**src/rtl/reg_bank_arbiter.sv**
```systemverilog
// reg_bank_arbiter: four requesters share one bank of enable-gated registers.
// A round-robin arbiter grants one write at a time. Each accepted write takes
// an IDLE->WRITE->IDLE round trip. Reads are combinational and unregistered.
module reg_bank_arbiter #(
  parameter int unsigned     WIDTH     = 8,
  parameter int unsigned     DEPTH     = 4,
  parameter logic [WIDTH-1:0] RESET_VAL = '0
) (
  input  logic                      clk,
  input  logic                      rst_n,
  input  logic [3:0]                req_i,
  input  logic [4*$clog2(DEPTH)-1:0] addr_i,
  input  logic [4*WIDTH-1:0]        data_i,
  input  logic                      clr_i,
  input  logic [$clog2(DEPTH)-1:0]  rd_addr_i,
  output logic [WIDTH-1:0]          rd_data_o,
  output logic [3:0]                gnt_o,
  output logic                      busy_o
);

  localparam int unsigned AW   = $clog2(DEPTH);
  localparam int unsigned NREQ = 4;

  typedef enum logic [0:0] {
    IDLE  = 1'b0,
    WRITE = 1'b1
  } state_t;

  state_t             state;
  logic [1:0]         last;
  logic [AW-1:0]      addr_q;
  logic [WIDTH-1:0]   data_q;
  logic [1:0]         win_idx_c;
  logic               win_vld_c;
  logic               we_c;
  logic [WIDTH-1:0]   mem [DEPTH];

  // Round-robin pick: search starts one past the last winner and wraps.
  always_comb begin
    logic [1:0] idx;
    idx       = '0;
    win_idx_c = '0;
    win_vld_c = 1'b0;
    for (int k = 1; k <= int'(NREQ); k++) begin
      idx = last + 2'(k);
      if (!win_vld_c && req_i[idx]) begin
        win_idx_c = idx;
        win_vld_c = 1'b1;
      end
    end
  end

  // Arbitration FSM: latches the winner's payload and pulses its grant.
  always_ff @(posedge clk or negedge rst_n) begin
    if (!rst_n) begin
      state  <= IDLE;
      last   <= 2'd3;
      addr_q <= '0;
      data_q <= '0;
      gnt_o  <= '0;
      busy_o <= 1'b0;
    end else begin
      case (state)
        IDLE: begin
          if (win_vld_c) begin
            state  <= WRITE;
            last   <= win_idx_c;
            addr_q <= addr_i[int'(win_idx_c)*AW +: AW];
            data_q <= data_i[int'(win_idx_c)*WIDTH +: WIDTH];
            gnt_o  <= 4'b0001 << win_idx_c;
            busy_o <= 1'b1;
          end
        end
        WRITE: begin
          state  <= IDLE;
          gnt_o  <= '0;
          busy_o <= 1'b0;
        end
        default: begin
          state  <= IDLE;
          gnt_o  <= '0;
          busy_o <= 1'b0;
        end
      endcase
    end
  end

  assign we_c = (state == WRITE);

  // Storage entries: reset beats clear, clear beats the write enable.
  always_ff @(posedge clk or negedge rst_n) begin
    if (!rst_n) begin
      for (int i = 0; i < int'(DEPTH); i++) mem[i] <= RESET_VAL;
    end else if (clr_i) begin
      for (int i = 0; i < int'(DEPTH); i++) mem[i] <= RESET_VAL;
    end else if (we_c) begin
      mem[addr_q] <= data_q;
    end
  end

  // Combinational read, no bypass of an in-flight write.
  assign rd_data_o = mem[rd_addr_i];

endmodule

```
**config.mk**
```make
export PLATFORM = sky130hd
export DESIGN_NAME = reg_bank_arbiter
export DESIGN_NICKNAME = d
export VERILOG_FILES = /design/src/rtl/reg_bank_arbiter.sv
export SDC_FILE = /design/constraint.sdc
export NUM_CORES = 1
export LEC_CHECK = 0
export BUFFER_PORTS_ARGS = -buffer_cell sky130_fd_sc_hd__buf_2
export CAP_MARGIN = 0
export CORE_UTILIZATION = 45
export DETAILED_ROUTE_END_ITERATION = 8
export PLACE_DENSITY = 0.66
export SYNTH_ARGS = -nofsm -noshare
export SYNTH_HDL_FRONTEND = slang
export SYNTH_SLANG_ARGS = --single-unit
export TNS_END_PERCENT = 1
```
**constraint.sdc**
```tcl
create_clock -name clk -period 3.07 [get_ports clk]
set_clock_uncertainty 0.05 [all_clocks]
set_input_delay 0.614 -clock clk [delete_from_list [all_inputs] [get_ports clk]]
set_output_delay 0.614 -clock clk [all_outputs]
set_load 0.05 [all_outputs]
```
==> results of run 1 <==
-- cell usage in the layout (no fill, tap or decap) --
cell,count
or4_4,1
nand2_1,16
dfrtp_1,48
mux2i_1,53
a22o_1,1
dfstp_2,2
o21ai_1,3
buf_4,3
a32o_1,1
clkinvlp_4,1
inv_1,1
mux4_2,8
o221ai_2,9
o22ai_2,1
nand2b_2,1
o21ai_4,1
a21boi_2,1
nor3b_1,1
or2_1,1
inv_2,1
buf_2,61
clkbuf_8,5
nor2_1,37
a21oi_1,1
o22a_2,1
a31o_2,1
bufinv_16,1
o221ai_1,1
nand2b_1,2
nand3_1,1
nand3b_1,2
clkbuf_1,1
-- final cells by class --
type                       count  area, sq um
fill                         490         2500
inverter                       2         7.51
clock inverter                 2         37.5
clock buffer                   6         72.6
multi-input combinational    144         1220
timing repair buffer          64          328
sequential                    50         1250
tap                           72         90.1
-- cell usage after synthesis (all sizes together) --
master / count / area (sq um)
nor3b: 1 / 7.51
dfstp: 2 / 52.6
nand2b: 3 / 21.3
buf: 11 / 78.8
o21ai: 4 / 31.3
inv: 2 / 7.50
clkbuf: 4 / 15.0
o22a: 1 / 10.0
o22ai: 1 / 12.5
a21oi: 1 / 5.00
nor2: 37 / 139
a21boi: 1 / 11.3
or4: 1 / 11.3
a32o: 1 / 10.0
dfrtp: 48 / 1200
o221ai: 10 / 144
mux4: 8 / 180
nand2: 16 / 60.1
a22o: 1 / 8.76
a31o: 1 / 8.76
nand3b: 2 / 15.0
mux2i: 53 / 531
or2: 1 / 6.26
nand3: 1 / 5.00
-- state kept, by name, indices dropped and copies added (netlist names) --
name / flops
addr_q: 2
busy_o: 1
data_q: 8
gnt_o: 4
last: 2
mem: 32
state: 1
-- layer usage --
metal	vias up	routed length (um)
met5	-	0
met1	863	2580
met4	0	30
met3	4	213
li1	862	-
met2	62	2330
-- per-stage QoR --
stage	instance area [sq um]	power [mW]	hold WS [ns]
6_report	3010	2.32	0.254
4_1_cts	3010	2.34	0.263
3_3_place_gp	2900	1.87	0.434
3_5_place_dp	2900	1.88	0.435
5_1_grt	3010	2.46	0.284
2_1_floorplan	2570	1.70	0.268
-- worst paths after layout --
| kind | slack (ns) | endpoint | from | cells after the start |
|---|---|---|---|---|
| setup reg to reg | 1.04 | data_q[1] | last[1] | 6 |
| max in group asynchronous | 1.95 | mem[15] | rst_n | 2 |
| min in group clk | 0.45 | gnt_o[0] | gnt_o[0] | 2 |
| hold reg to reg | 0.45 | gnt_o[0] | gnt_o[0] | 2 |
| setup / recovery | 0.74 | rd_data_o[7] | rd_addr_i[0] | 3 |
| hold / removal | 0.25 | mem[17] | rst_n | 1 |
-- cells by family (layout without fill, tap and decap cells) --
group / after synthesis / after routing / share of synthesized area (%)
compound gates: 21 / 21 / 9.39
simple gates: 62 / 62 / 10.3
flops: 50 / 50 / 48.7
buf+inv: 17 / 74 / 3.94
mux: 61 / 61 / 27.6
-- worst max-delay path: cells and delay by family --
kind | cells | cell delay [ns]
mux | 1 | 0.55
buf+inv | 2 | 0.50
-- power groups by stage --
| stage | sequential, mW | clock [mW] | combinational (mW) |
|---|---|---|---|
| floorplan | 0.990 | 0 | 0.707 |
| global placement | 1.00 | 0 | 0.868 |
| detailed placement | 1.00 | 0 | 0.879 |
| CTS | 0.992 | 0.468 | 0.883 |
| global route | 1.02 | 0.490 | 0.949 |
| finish | 0.995 | 0.452 | 0.872 |
==> results by stage, run 1 <==
Worst setup path:
- The highest-delay cell along the critical path is mux4_2.
- STA classifies the critical path endpoint as a primary output.
- The worst setup path is of the primary input to primary output kind.
- Traced cell by cell, the critical path runs through buf_2 -> mux4_2 -> buf_2.
- STA classifies the critical path startpoint as a primary input.
- Data on the critical path arrives at its endpoint at about 1.7 ns.
- At the worst endpoint, the required time is between 2 and 2.5 ns.
- The top fanout value on the critical path is 8.
- The most numerous cell type found on the critical path is buf_2.
- The delay of the slowest cell on the worst path is roughly 0.55 ns.

Power and ir drop:
- The total leakage power is roughly 1.6 nW.
- Power spread over the standard cell area amounts to a little under 800 nW/um^2.
- The switching component of the power is 0.872 mW.
- The worst-case IR drop observed on VDD is around 0.37 mV.
- The relative contribution of combinational cells to total power is a little under two fifths.
- The cell internal power dissipation is 1.45 mW.
- The share of power burned in registers is 42.9%.
- In this run switching power makes up between 30% and 40% of total power.
- In this run, the clock network consumes between 10% and 20% of the power.

STA:
- Setup repair after global routing left no endpoint under its margin.
- For this run, the top clock speed supported by timing is around 0.43 GHz.
- The headroom to the max-slew limit is approximately 57%.
- The final number of max-transition violations is 0.
- The final period utilization is between 70% and 80%.
- The final period demand of the worst path is roughly 2.3 ns.
- The final setup violation count is 0.
- The number of failing hold endpoints at the final stage is 0.
- The final worst setup slack is 0.741 ns.
- For the pin with the worst max-slew slack, the measured transition is between 0.6 and 0.7 ns.
- After routing, the total negative slack on setup checks comes to 0 ns.

Die:
- From left edge to right edge, the die measures ~78 um.
- The initial utilization of the core area, before any placement, comes to 46.7%.
- The die is approximately 78 um tall.
- The region available for standard cell placement spans 5510 sq um.
- 62 I/O pins were placed.
- The floorplan has 27 rows.
- The area of the die is between 6000 and 7000 sq um.

Synth:
- Of the synthesized area, sequential elements account for 48.7%.
- The cell count after synthesis came out at 211.
- In this run the cell area of the synthesized design comes to between 2000 and 3000 sq um.
- For this run, the number of Yosys warnings is 0.
- Counting flops and latches in the post-synthesis netlist gives 50.
- The mean cell area of the mapped netlist is roughly 12 sq um.
- In this run, distinct cell masters in the synthesized netlist total 32.
- Counting every net in the synthesized netlist gives 260.

Finish:
- The number of antenna diodes in the final layout is 0.
- At the end of the flow, the number of nets in the layout was between 300 and 400.
- In the final layout, the share of cells above drive strength 1 is 36.6%.
- The area growth from synthesis to final layout is 16.9%.
- For this run, the number of standard cells in the final layout without fillers is 340.
- Once layout is complete, the utilization of the core stands at between 50 and 60%.

Clock tree:
- The clock-pin slew reported for the worst setup and hold paths after clock tree synthesis is 0.09 ns.
- The number of gates resized after CTS was 0.
- The clock passes through at most 2 buffers.
- Clock tree synthesis found a total of 50 sinks.
- For this design, the CTS-stage hold fixing added 0 buffers.
- TritonCTS built the clock tree.
- Buffers added to address setup during post-CTS repair amount to 0.
- The H-tree was split into 2 levels.
- The tree is rooted in a clkbuf_8.
- The number of clock buffers added by TritonCTS is 5.
- Clock latency on the worst-skew pair, taken at its later pin, is roughly 0.30 ns.

Global routing:
- The largest net degree at the start of global routing is 33.
- The first global-routing pass estimated 8.69 mm of wire.
- The via count of the first global-routing pass is 1794.
- The initial antenna violation count is 0.
- The global-route met1 utilization is 27.0%.
- The met2 routing resource usage after global routing is 28.3%.
- Across every metal layer, demand over resource in global routing totals ~19%.
- The most crowded layer after global routing is met2.
- For this run the aggregate overflow at the end of global routing stands at 0.
- The fraction of met3 tracks used by global routing is roughly 3.8%.

Route:
- The average wire per cell in the routed design is ~15 um.
- The number of remaining DRC errors is 0.
- The number of DRC markers in iteration 0 is just under 100.
- After detailed routing, the number of vias per cell comes to around 5.3.
- In this run the remaining antenna-violating nets after routing total 0.
- The total routed wirelength is a little over 5 mm.
- The pre-antenna-repair detailed-routing pass consisted of 4 iterations.
- The via count is about 1800.

Placement:
- The final HPWL from detailed placement is approximately 3.7 mm.
- Before CTS, the worst setup slack after placement is roughly 0.6 ns.
- The number of port buffers is approximately 60.
- The placed cell count is about 330.
- At the end of routability-driven placement, the weighted congestion stood at 0.730.

Min path:
- In this run the worst hold path is classified as primary input to async pin.

Status:
- The run finished with clean final reports.

Job:
- Max-cap violations in this run came to 0.
(Power assumes the default switching activity.)
==> run 2, diff against run 1 <==
ABC_AREA = 1   (was not set)
PLACE_DENSITY = 0.65   (was 0.66)
clock period = 2.37 ns   (was 3.07 ns; I/O delays follow)
==> results by stage, run 2 <==
Synth:
- Yosys instantiated no cell more often than nand2_1.
- In the post-synthesis netlist, the biggest area contributors are dfrtp_1 43%, nand2_1 17%, nand3_1 13%.
- A synthesized cell averages about 7 sq um.
- Synthesis produced a netlist with a net count of between 400 and 500.
- The number of different library cells used by synthesis comes to 23.
- The proportion of register bits with asynchronous set or reset after synthesis is 100%.
- The predominant post-synthesis flop cell is dfrtp_1.
- The cell count after synthesis is between 300 and 400.
- During synthesis, Yosys emitted a total of 0 warnings.
- By count the netlist is led by 128 x nand2_1, 70 x nand3_1, 51 x o21ai_0, 48 x dfrtp_1, 35 x inv_1.
- The library cell occupying the most area in the post-synthesis netlist is dfrtp_1.
- The area share of the leading cell type in the synthesized netlist is between 40% and 50%.
- The number of flops mapped to enable cells by yosys is 0.
- The register bit total from synthesis is 50.
- Summing the sequential cell areas from Yosys gives between 40 and 50% of the chip area.
- In this run the cell area of the synthesized design comes to between 2000 and 3000 sq um.

Placement:
- The final HPWL from detailed placement is just under 5 mm.
- In this run the tool buffered the top-level ports with 61 buffer cells.
- In this run, placement finished with an instance count of about 520.
- At the end of routability-driven placement, the weighted congestion stood at just over 0.8.

Power and ir drop:
- The share of power burned in registers is approximately 29%.
- The internal portion of the total power is around 2.2 mW.
- The switching share of power is 49.7%.
- The power per standard cell area is around 1300 nW/um^2.
- IR analysis of the VDD net gives a maximum drop of a little over 0.8 mV.
- For this design the static power due to leakage is roughly 1.8 nW.
- The switching component of the power is ~2.2 mW.
- The clock group share of total power is 13.7%.
- Combinational logic burns a little under three fifths of the power.

Worst setup path:
- The required time at the worst-slack endpoint is ~2.6 ns.
- Counting cells, the worst reg-to-reg path comes to 15.
- The endpoint identified for the worst register-to-register timing path is addr_q[0].
- The critical path arrival is about 2.3 ns.
- The type of element capturing the critical path is a flip-flop.
- The startpoint identified for the worst register-to-register timing path is last[0].
- The worst setup path is of the flip-flop to flip-flop kind.
- Of all nets on the critical path, the largest fanout is 20.
- The worst-case register-to-register setup slack is around 0.27 ns.
- The type of element launching the critical path is a flip-flop.

Die:
- The die height is around 81 um.
- The number of top-level pins is 62.
- The floorplan step defined a die boundary enclosing between 6000 and 7000 sq um.
- The horizontal die dimension is 80.9 um.
- The cell row count is 28.
- The initial standard-cell utilization of the core is a little under half.
- The core region is 5960 sq um.

Route:
- After detailed routing, the average wire length per cell comes to approximately 13 um.
- After detailed routing, the number of remaining DRC violations is 0.
- The first-pass iteration count of the detailed router is 4.
- The total routed wirelength is ~6.7 mm.
- The residual antenna-violating net count after detailed routing is 0.
- The detailed router finished its first iteration with approximately 130 violations.
- The via count is 2712.
- The detail-routed via count per cell is approximately 5.1.

Finish:
- After the flow finishes, the layout carries non-filler instances totaling approximately 530.
- The register with the most flip-flops in the layout has 32 of them.
- Leaving out fill and tap cells, the most frequent cells in the layout are 128 x nand2_1, 70 x nand3_1, 61 x buf_2.
- The repair_antennas step left the layout with diodes totalling 0.
- The post-layout net count is about 500.
- The sequential cells in the finished layout cover a total of 1250 sq um.
- The register with the most flip-flops is mem.
- The area of the multi-input gates is roughly 1300 sq um.
- The area growth from synthesis to final layout is 17.7%.
- The largest registers in the layout are mem x32, data_q x8, gnt_o x4.
- The fill cell total of the finished layout is slightly above 600.
- Once layout is complete, the utilization of the core stands at approximately 55%.
- In the final layout, the share of cells above drive strength 1 is about a fifth.
- The commonest non-fill, non-tap cell in the layout is nand2_1.

Global routing:
- The overall track demand over capacity in global routing is about 23%.
- The total overflow reported by the global router is 0.
- Entering global routing, the biggest net connects 31 pins.
- The initial antenna violation count is 0.
- The first global-routing pass estimated between 10 and 15 mm of wire.
- The via count of the first global-routing pass was 2556.
- The most crowded layer after global routing is met2.
- For met2 alone, demand over resource in global routing was between 30 and 40%.
- Global routing consumed, on the met3 layer, about 3.7% of the routing resources.
- The global-route met1 utilization is between 30% and 40%.

STA:
- The number of failing hold endpoints at the final stage is 0.
- The final setup violation count is 0.
- The final number of max-transition violations is 0.
- Headroom to the max-slew limit came out at 54.4%.
- Based on the critical path, the design can be clocked at up to roughly 0.48 GHz.
- Setup repair after global routing left no endpoint under its margin.
- The setup total negative slack is 0 ns.
- After layout, the worst path uses 88.7% of the clock period.
- The transition time at the pin with the least slew margin is ~0.68 ns.
- Subtracting the final worst setup slack from the clock period gives around 2.1 ns.

Job:
- Across the run, the number of max-cap violations was 0.

Clock tree:
- The root buffer selected by CTS is clkbuf_8.
- The number of levels the H-tree was split into is 2.
- TritonCTS built the clock tree.
- The clock drives 50 sinks.
- The total setup buffers inserted after CTS is 0.
- The number of clock buffers added by TritonCTS is 5.
- The clock network latency to the later pin of the worst-skew pair is 0.30 ns.
- The maximum clock insertion buffer count is 2.
- Clock-pin slew was measured on the worst setup and hold paths at ~0.090 ns.

Status:
- The run finished with clean final reports.

Min path:
- The kind of path behind the tightest hold check is primary input to async pin.
[run 2: worst max-delay path by stage]
| stage | start | to | slack [ns] | cells past startpoint |
|---|---|---|---|---|
| 2_1_floorplan | rd_addr_i[0] | rd_data_o[5] | 0.12 | 4 |
| 3_3_place_gp | last[0] | addr_q[0] | 0.28 | 15 |
| 3_5_place_dp | last[0] | addr_q[0] | 0.25 | 15 |
| 4_1_cts | last[0] | addr_q[0] | 0.23 | 15 |
| 5_1_grt | last[0] | data_q[1] | 0.009 | 15 |
| 6_report | last[0] | addr_q[0] | 0.27 | 15 |
[run 2: cells by family after synthesis]
logic type / count (synthesis) / synth area share [%]
and+or+nand+nor: 223 / 34.3
AOI/OAI and AO/OA: 65 / 12.1
buffers and inverters: 58 / 8.89
DFF: 50 / 44.8
[run 2: power by group through the flow]
stage                     Combinational (mW)  Clock [mW]  Sequential, mW
final                                   2.49       0.596            1.27
after global routing                    2.86       0.641            1.31
after CTS                               2.47       0.608            1.27
after detailed placement                2.45           0            1.29
after global placement                  2.43           0            1.28
after floorplan                         2.00           0            1.32
[run 2: what timing repair did]
action / in CTS / in global routing
hold buffers: 0 / 0
setup endpoints to repair: 0 / 1
gates resized for setup: 0 / 3
[run 2: final cells by class]
cell class              instances  share of cell area [%]
clock buffers                   6                    2.20
repair buffers                 70                    11.8
flip-flops and latches         50                    38.0
inverters                      38                    4.33
clock inverters                 2                    1.14
well taps                      75                    2.85
multi-input cells             288                    39.7
[run 2: per-layer routing]
metal | routed length (um) | part of all wire, %
met1 | 3310 | 49
met2 | 3000 | 45
met3 | 303 | 4.5
met4 | 75 | 1.1
met5 | 0 | 0
[run 2: worst max-delay path: stages, from the launching register on]
cell     delay, ns
dfstp_2       0.60
inv_2         0.10
nand2_1       0.09
nand2_1       0.08
nand2_1       0.07
nand2_1       0.08
nor2_4        0.15
nand3_2       0.11
nand2_2       0.12
buf_6         0.19
nand3_1       0.11
nand2_1       0.09
nand2_1       0.05
nand2_1       0.06
nand2_1       0.05
nand2_1       0.06
[run 2: stage by stage]
step | total power [mW] | worst slack (ns) | hold WS (ns) | instance area, sq um
after floorplan | 3.32 | 0.119 | 0.128 | 2800
after global placement | 3.71 | 0.283 | 0.418 | 3170
after detailed placement | 3.74 | 0.255 | 0.416 | 3170
after CTS | 4.35 | 0.233 | 0.0865 | 3280
after global routing | 4.80 | 0.00935 | 0.108 | 3300
final | 4.36 | 0.268 | 0.0723 | 3300
